## config.mk

```make
export PLATFORM = sky130hd
export DESIGN_NAME = perm_controller
export DESIGN_NICKNAME = d
export VERILOG_FILES = /design/src/rtl/perm_pkg.sv /design/src/rtl/index_counter.sv /design/src/rtl/perm_controller.sv
export SDC_FILE = /design/constraint.sdc
export NUM_CORES = 1
export LEC_CHECK = 0
export BUFFER_PORTS_ARGS = -buffer_cell sky130_fd_sc_hd__buf_2
export CAP_MARGIN = 20
export CELL_PAD_IN_SITES_DETAIL_PLACEMENT = 1
export CELL_PAD_IN_SITES_GLOBAL_PLACEMENT = 2
export CORE_ASPECT_RATIO = 0.8
export CORE_MARGIN = 10
export CORE_UTILIZATION = 23
export CTS_CLUSTER_SIZE = 14
export DETAILED_ROUTE_END_ITERATION = 8
export HOLD_SLACK_MARGIN = 0.05
export PLACE_DENSITY = 0.69
export SLEW_MARGIN = 20
export SYNTH_ARGS = -nofsm -noshare
export SYNTH_HDL_FRONTEND = slang
export SYNTH_SLANG_ARGS = --single-unit
```

## constraint.sdc

```tcl
create_clock -name clk -period 2.19 [get_ports clk]
set_clock_uncertainty 0.15 [all_clocks]
set_input_delay 0.438 -clock clk [delete_from_list [all_inputs] [get_ports clk]]
set_output_delay 0.438 -clock clk [all_outputs]
set_load 0.01 [all_outputs]
```

## src/rtl/perm_pkg.sv

```systemverilog
// perm_pkg: shared definitions for the permutation sequencing controller.
//   - Index widths for the file and line counters.
//   - Default run dimensions.
//   - FSM state encoding.
package perm_pkg;

  localparam int FILE_IDX_W = 10;
  localparam int LINE_IDX_W = 6;

  localparam int DEF_NUM_FILES = 1;
  localparam int DEF_NUM_LINES = 64;

  typedef enum logic [2:0] {
    S_IDLE  = 3'd0,
    S_READ  = 3'd1,
    S_LOAD  = 3'd2,
    S_WRITE = 3'd3,
    S_DONE  = 3'd4
  } state_e;

endpackage

```

## src/rtl/index_counter.sv

```systemverilog
// index_counter: nested line/file counter for the permutation controller.
// Ports:
//   clk, rst   - rising-edge clock, synchronous active-high reset
//   clr        - return both indices to zero (priority over inc)
//   inc        - advance to the next line, rolling into the next file
//   line, file - current indices
//   last_line  - line is the final line of the current file
//   last       - line and file are both at their final values
// The counter saturates at the final line of the final file, so the
// indices keep their last values after a run.
module index_counter
  import perm_pkg::*;
#(
  parameter int NUM_FILES = DEF_NUM_FILES,
  parameter int NUM_LINES = DEF_NUM_LINES
) (
  input  logic                  clk,
  input  logic                  rst,
  input  logic                  clr,
  input  logic                  inc,
  output logic [LINE_IDX_W-1:0] line,
  output logic [FILE_IDX_W-1:0] file,
  output logic                  last_line,
  output logic                  last
);

  localparam logic [LINE_IDX_W-1:0] LINE_MAX = LINE_IDX_W'(NUM_LINES - 1);
  localparam logic [FILE_IDX_W-1:0] FILE_MAX = FILE_IDX_W'(NUM_FILES - 1);

  logic [LINE_IDX_W-1:0] line_q, line_d;
  logic [FILE_IDX_W-1:0] file_q, file_d;
  logic                  last_file;

  assign last_line = (line_q == LINE_MAX);
  assign last_file = (file_q == FILE_MAX);
  assign last      = last_line && last_file;

  always_comb begin
    line_d = line_q;
    file_d = file_q;
    if (clr) begin
      line_d = '0;
      file_d = '0;
    end else if (inc && !last) begin
      if (!last_line) begin
        line_d = line_q + 1'b1;
      end else begin
        line_d = '0;
        file_d = file_q + 1'b1;
      end
    end
  end

  always_ff @(posedge clk) begin
    if (rst) begin
      line_q <= '0;
      file_q <= '0;
    end else begin
      line_q <= line_d;
      file_q <= file_d;
    end
  end

  assign line = line_q;
  assign file = file_q;

endmodule

```

## src/rtl/perm_controller.sv

```systemverilog
// perm_controller: sequences the permutation datapath over every line of
// every file as READ -> LOAD -> WRITE, then pulses done.
// Ports:
//   clk, rst    - rising-edge clock, synchronous active-high reset
//   start       - request a run (only honoured in IDLE)
//   busy        - high from the first READ cycle through the DONE cycle
//   done        - one-cycle completion pulse
//   read_file   - datapath read strobe (READ)
//   write_reg   - datapath register load (LOAD)
//   write_file  - datapath write strobe (WRITE)
//   file_index  - current file
//   line_index  - current line
// All outputs are registered; strobes are decoded from the next state so
// they line up exactly with the state register.
module perm_controller
  import perm_pkg::*;
#(
  parameter int NUM_FILES = DEF_NUM_FILES,
  parameter int NUM_LINES = DEF_NUM_LINES
) (
  input  logic                  clk,
  input  logic                  rst,
  input  logic                  start,
  output logic                  busy,
  output logic                  done,
  output logic                  read_file,
  output logic                  write_reg,
  output logic                  write_file,
  output logic [FILE_IDX_W-1:0] file_index,
  output logic [LINE_IDX_W-1:0] line_index
);

  state_e state_q, state_d;
  logic   busy_q, busy_d;
  logic   done_q, done_d;
  logic   read_file_q, read_file_d;
  logic   write_reg_q, write_reg_d;
  logic   write_file_q, write_file_d;

  logic   cnt_clr, cnt_inc;
  logic   last_line, last;

  // Indices clear when a run is accepted and advance at the end of each
  // WRITE, so they stay stable across the three phases of a line.
  assign cnt_clr = (state_q == S_IDLE) && start;
  assign cnt_inc = (state_q == S_WRITE);

  index_counter #(
    .NUM_FILES (NUM_FILES),
    .NUM_LINES (NUM_LINES)
  ) u_index_counter (
    .clk       (clk),
    .rst       (rst),
    .clr       (cnt_clr),
    .inc       (cnt_inc),
    .line      (line_index),
    .file      (file_index),
    .last_line (last_line),
    .last      (last)
  );

  always_comb begin
    state_d = state_q;
    unique case (state_q)
      S_IDLE:  if (start) state_d = S_READ;
      S_READ:  state_d = S_LOAD;
      S_LOAD:  state_d = S_WRITE;
      S_WRITE: begin
        if (!last_line)  state_d = S_READ;  // next line, same file
        else if (!last)  state_d = S_READ;  // first line of next file
        else             state_d = S_DONE;
      end
      S_DONE:  state_d = S_IDLE;
      default: state_d = S_IDLE;
    endcase

    busy_d       = (state_d != S_IDLE);
    done_d       = (state_d == S_DONE);
    read_file_d  = (state_d == S_READ);
    write_reg_d  = (state_d == S_LOAD);
    write_file_d = (state_d == S_WRITE);
  end

  always_ff @(posedge clk) begin
    if (rst) begin
      state_q      <= S_IDLE;
      busy_q       <= 1'b0;
      done_q       <= 1'b0;
      read_file_q  <= 1'b0;
      write_reg_q  <= 1'b0;
      write_file_q <= 1'b0;
    end else begin
      state_q      <= state_d;
      busy_q       <= busy_d;
      done_q       <= done_d;
      read_file_q  <= read_file_d;
      write_reg_q  <= write_reg_d;
      write_file_q <= write_file_d;
    end
  end

  assign busy       = busy_q;
  assign done       = done_q;
  assign read_file  = read_file_q;
  assign write_reg  = write_reg_q;
  assign write_file = write_file_q;

endmodule

```

==> summary.md <==
| Metric | Value |
|---|---|
| Status | `complete, no violations` |
| Crit path capture type | `flip-flop` |
| I/O Buffers | `23` |
| Num CTS Buffers | `3` |
| Worst path arrival time | `2.09 ns` |
| Largest area contributor in the netlist | `dfxtp_1` |
| Cts repair resizes | `0` |
| GRT overflow | `0` |
| Net Count, Synth | `~140` |
| Worst-Skew Late Latency | `~0.27 ns` |
| Ys async rst share | `0%` |
| Clock sink count | `24` |
| Minimum clock period | `2.03 ns` |
| Global-route usage over all layers | `7.70%` |
| RSZ-0062 raised after global routing | `false` |
| # Max-Cap Violations | `0` |
| Clock-pin transition on the worst setup and hold timing paths | `0.09 ns` |
| Total Wirelength | `about 3300 um` |
| Share of cells above drive strength 1 | `between 20% and 30%` |
| Flip-flop count of the largest register after layout | `10` |
| Worst hold slack | `between 0.2 and 0.3 ns` |
| Synth top area share | `40.6%` |
| Via density | `a little over 5` |
| Max Buffers Root-to-Sink | `2` |
| #FFs+latches synth | `24` |
| Site Rows | `23` |
| Endpoints failing setup | `0` |
| First-pass GRT wire length | `5440 um` |
| Post-DRT Antenna Nets | `0` |
| Switching part of the total power | `24.3%` |
| Crit path kind | `flip-flop to flip-flop` |
| Combinational group share of total power | `7.0%` |
| Slew Viols, Final | `0` |
| Chip height | `84.1 um` |
| Final period utilization | `about 90%` |
| CTS Hold Buffers Added | `0` |
| Max FO, Critical Path | `13` |
| I/O Pins | `24` |
| Power per cell area | `between 600 and 700 nW/um^2` |
| Mean post-synth cell area | `between 9 and 10 um^2` |
| DRC errors left | `0` |
| Hpwl dp | `2470 um` |
| Synth cell types | `36` |
| CTS tree | `done` |
| Antenna cells | `0` |
| Initial Utilization | `a little under a quarter` |
| Max IR drop VDD | `~0.00021 V` |
| Syn-to-layout area delta | `15.8%` |
| Largest net degree at the start of global routing | `16` |
| Setup TNS | `0 ns` |
| Seq pwr share | `between 50% and 60%` |
| Rel. slew slack | `68.6%` |
| Core Area | `5010 um^2` |
| Main synth FF type | `dfxtp_1` |
| Worst Hold Class | `input pin to flip-flop` |
| Yosys synthesis warning count | `0` |
| Syn Inst Count | `roughly 130` |
| CP required | `2.25 ns` |
| Switching power | `just over 200 uW` |
| Clk network pwr share | `between 30% and 40%` |
| P_leak | `~0.51 nW` |
| Routed len/inst | `15.5 um` |
| Nets | `157` |
| Critical Path Start Type | `flip-flop` |
| Die X | `approximately 100 um` |
| Initial antenna violation count | `0` |
| FMAX | `between 400 and 500 MHz` |
| Via count | `around 1.1k` |
| Post-synth EDFFs | `0` |
| Final Wtd Congestion | `0.711` |
| Mapped Area | `1180 um^2` |
| Postcts setup bufs | `0` |
| Htree depth | `1` |
| Register area share after synthesis | `between 40% and 50%` |
| Worst slew pin tran | `0.466 ns` |
| Vias in the first global route | `roughly 1.1k` |
| Final Hold Viols | `0` |
| DRT Pass-1 Iters | `4` |
| Root buffer cell | `clkbuf_8` |
| Die area | `~8400 um^2` |
| P_int | `about 630 uW` |
| Area contributors post-synth | `dfxtp_1, a21oi_1, o31ai_1, or4_1, ha_1` |
| Initial DRC Count | `28` |
stage by stage:
| stage | worst slack [ns] | total power, mW | util (%) | std cells | cell area, um^2 |
|---|---|---|---|---|---|
| after global placement | 0.258 | 0.528 | 26.2 | 208 | 1310 |
| after CTS | 0.158 | 0.842 | 27.3 | 212 | 1370 |
| after floorplan | 0.281 | 0.517 | - | 131 | 1180 |
| after global routing | 0.0392 | 0.864 | 27.3 | 212 | 1370 |
| after detailed placement | 0.165 | 0.532 | 26.2 | 208 | 1310 |
| final | 0.160 | 0.836 | 27.3 | 212 | 1370 |
synth_stat cells, types with 2 or more instances:
cell and number:
buf_6 3, dfxtp_1 24, and4b_1 2, clkbuf_1 2, nand3_1 6, nand4b_1 2
o31ai_1 8, ha_1 3, inv_1 5, nor4b_1 2, or3_1 3, o21ai_0 7
nor3_1 7, and3_1 2, a21oi_1 16, nand2_1 5, nand4_1 3, or4_1 7
nor2_1 4, buf_4 4
worst paths after layout:
kind | start | end | slack, ns | cells past startpoint
max | u_index_counter.line[0] | u_index_counter.file[9] | 0.16 | 5
min reg2reg | u_index_counter.file[4] | u_index_counter.file[4] | 0.37 | 2
max reg2reg | u_index_counter.line[0] | u_index_counter.file[9] | 0.16 | 5
min | rst | state_q[0] | 0.29 | 2
kinds of logic after synthesis:
kind of cell    share of synthesized area [%]
simple gates                             28.0
compound gates                           19.4
fa+ha+maj                                3.17
buf+inv                                  8.04
flops                                    40.6
xor+xnor                                0.741
worst max-delay path, cell delays in order, from the launching register on:
cell     delay (ns)
dfxtp_1        0.41
ha_1           0.19
and3_1         0.33
nand3_4        0.19
or4_1          0.54
a21oi_1        0.15
placed cells by master (no fill, tap or decap):
| master | netlist | layout |
|---|---|---|
| ha_1 | 3 | 3 |
| and4_4 | 1 | 1 |
| a31o_2 | 1 | 1 |
| or4_1 | 7 | 7 |
| a2bb2oi_1 | 1 | 1 |
| and3_2 | 1 | 1 |
| dfxtp_1 | 24 | 24 |
| a21o_1 | 1 | 1 |
| o32a_2 | 1 | 1 |
| nor4b_1 | 2 | 2 |
| nand3_1 | 6 | 6 |
| buf_2 | 1 | 23 |
| and4_1 | 1 | 1 |
| nand4_1 | 3 | 3 |
| nor3_1 | 7 | 7 |
| nand4b_1 | 2 | 2 |
| nand3_4 | 1 | 1 |
| a311oi_1 | 1 | 1 |
| o31ai_1 | 8 | 8 |
| and3b_1 | 1 | 1 |
| inv_1 | 5 | 5 |
| or3_1 | 3 | 3 |
| and4b_1 | 2 | 2 |
| nor2_1 | 4 | 4 |
| clkbuf_8 | 0 | 4 |
| and2_2 | 1 | 1 |
| o21ai_0 | 7 | 7 |
| xnor2_1 | 1 | 1 |
| nand2_1 | 5 | 5 |
| a211o_1 | 1 | 1 |
| a21oi_1 | 16 | 16 |
| nand3b_1 | 1 | 1 |
| nor4_1 | 1 | 1 |
| buf_4 | 4 | 2 |
| and3_1 | 2 | 2 |
area by class of cell:
cell class,count,area (um^2)
Fill cell,621,3640
Multi-Input combinational cell,92,607
Sequential cell,24,480
Timing Repair Buffer,25,130
Tap cell,62,77.6
Clock buffer,4,55.1
Inverter,5,18.8
layer usage:
metal	GRT usage (%)	part of all wire (%)
met3	1.56	2.8
met1	9.58	50
met2	12.6	46
met4	3.08	1.2
met5	0	0
power groups by stage:
stage                     logic, mW  registers, mW  clock network (mW)
after global placement       0.0574          0.470                   0
final                        0.0587          0.462               0.316
after CTS                    0.0598          0.462               0.320
after global routing         0.0657          0.465               0.334
after floorplan              0.0523          0.465                   0
after detailed placement     0.0597          0.472                   0
(Power assumes the default switching activity.)
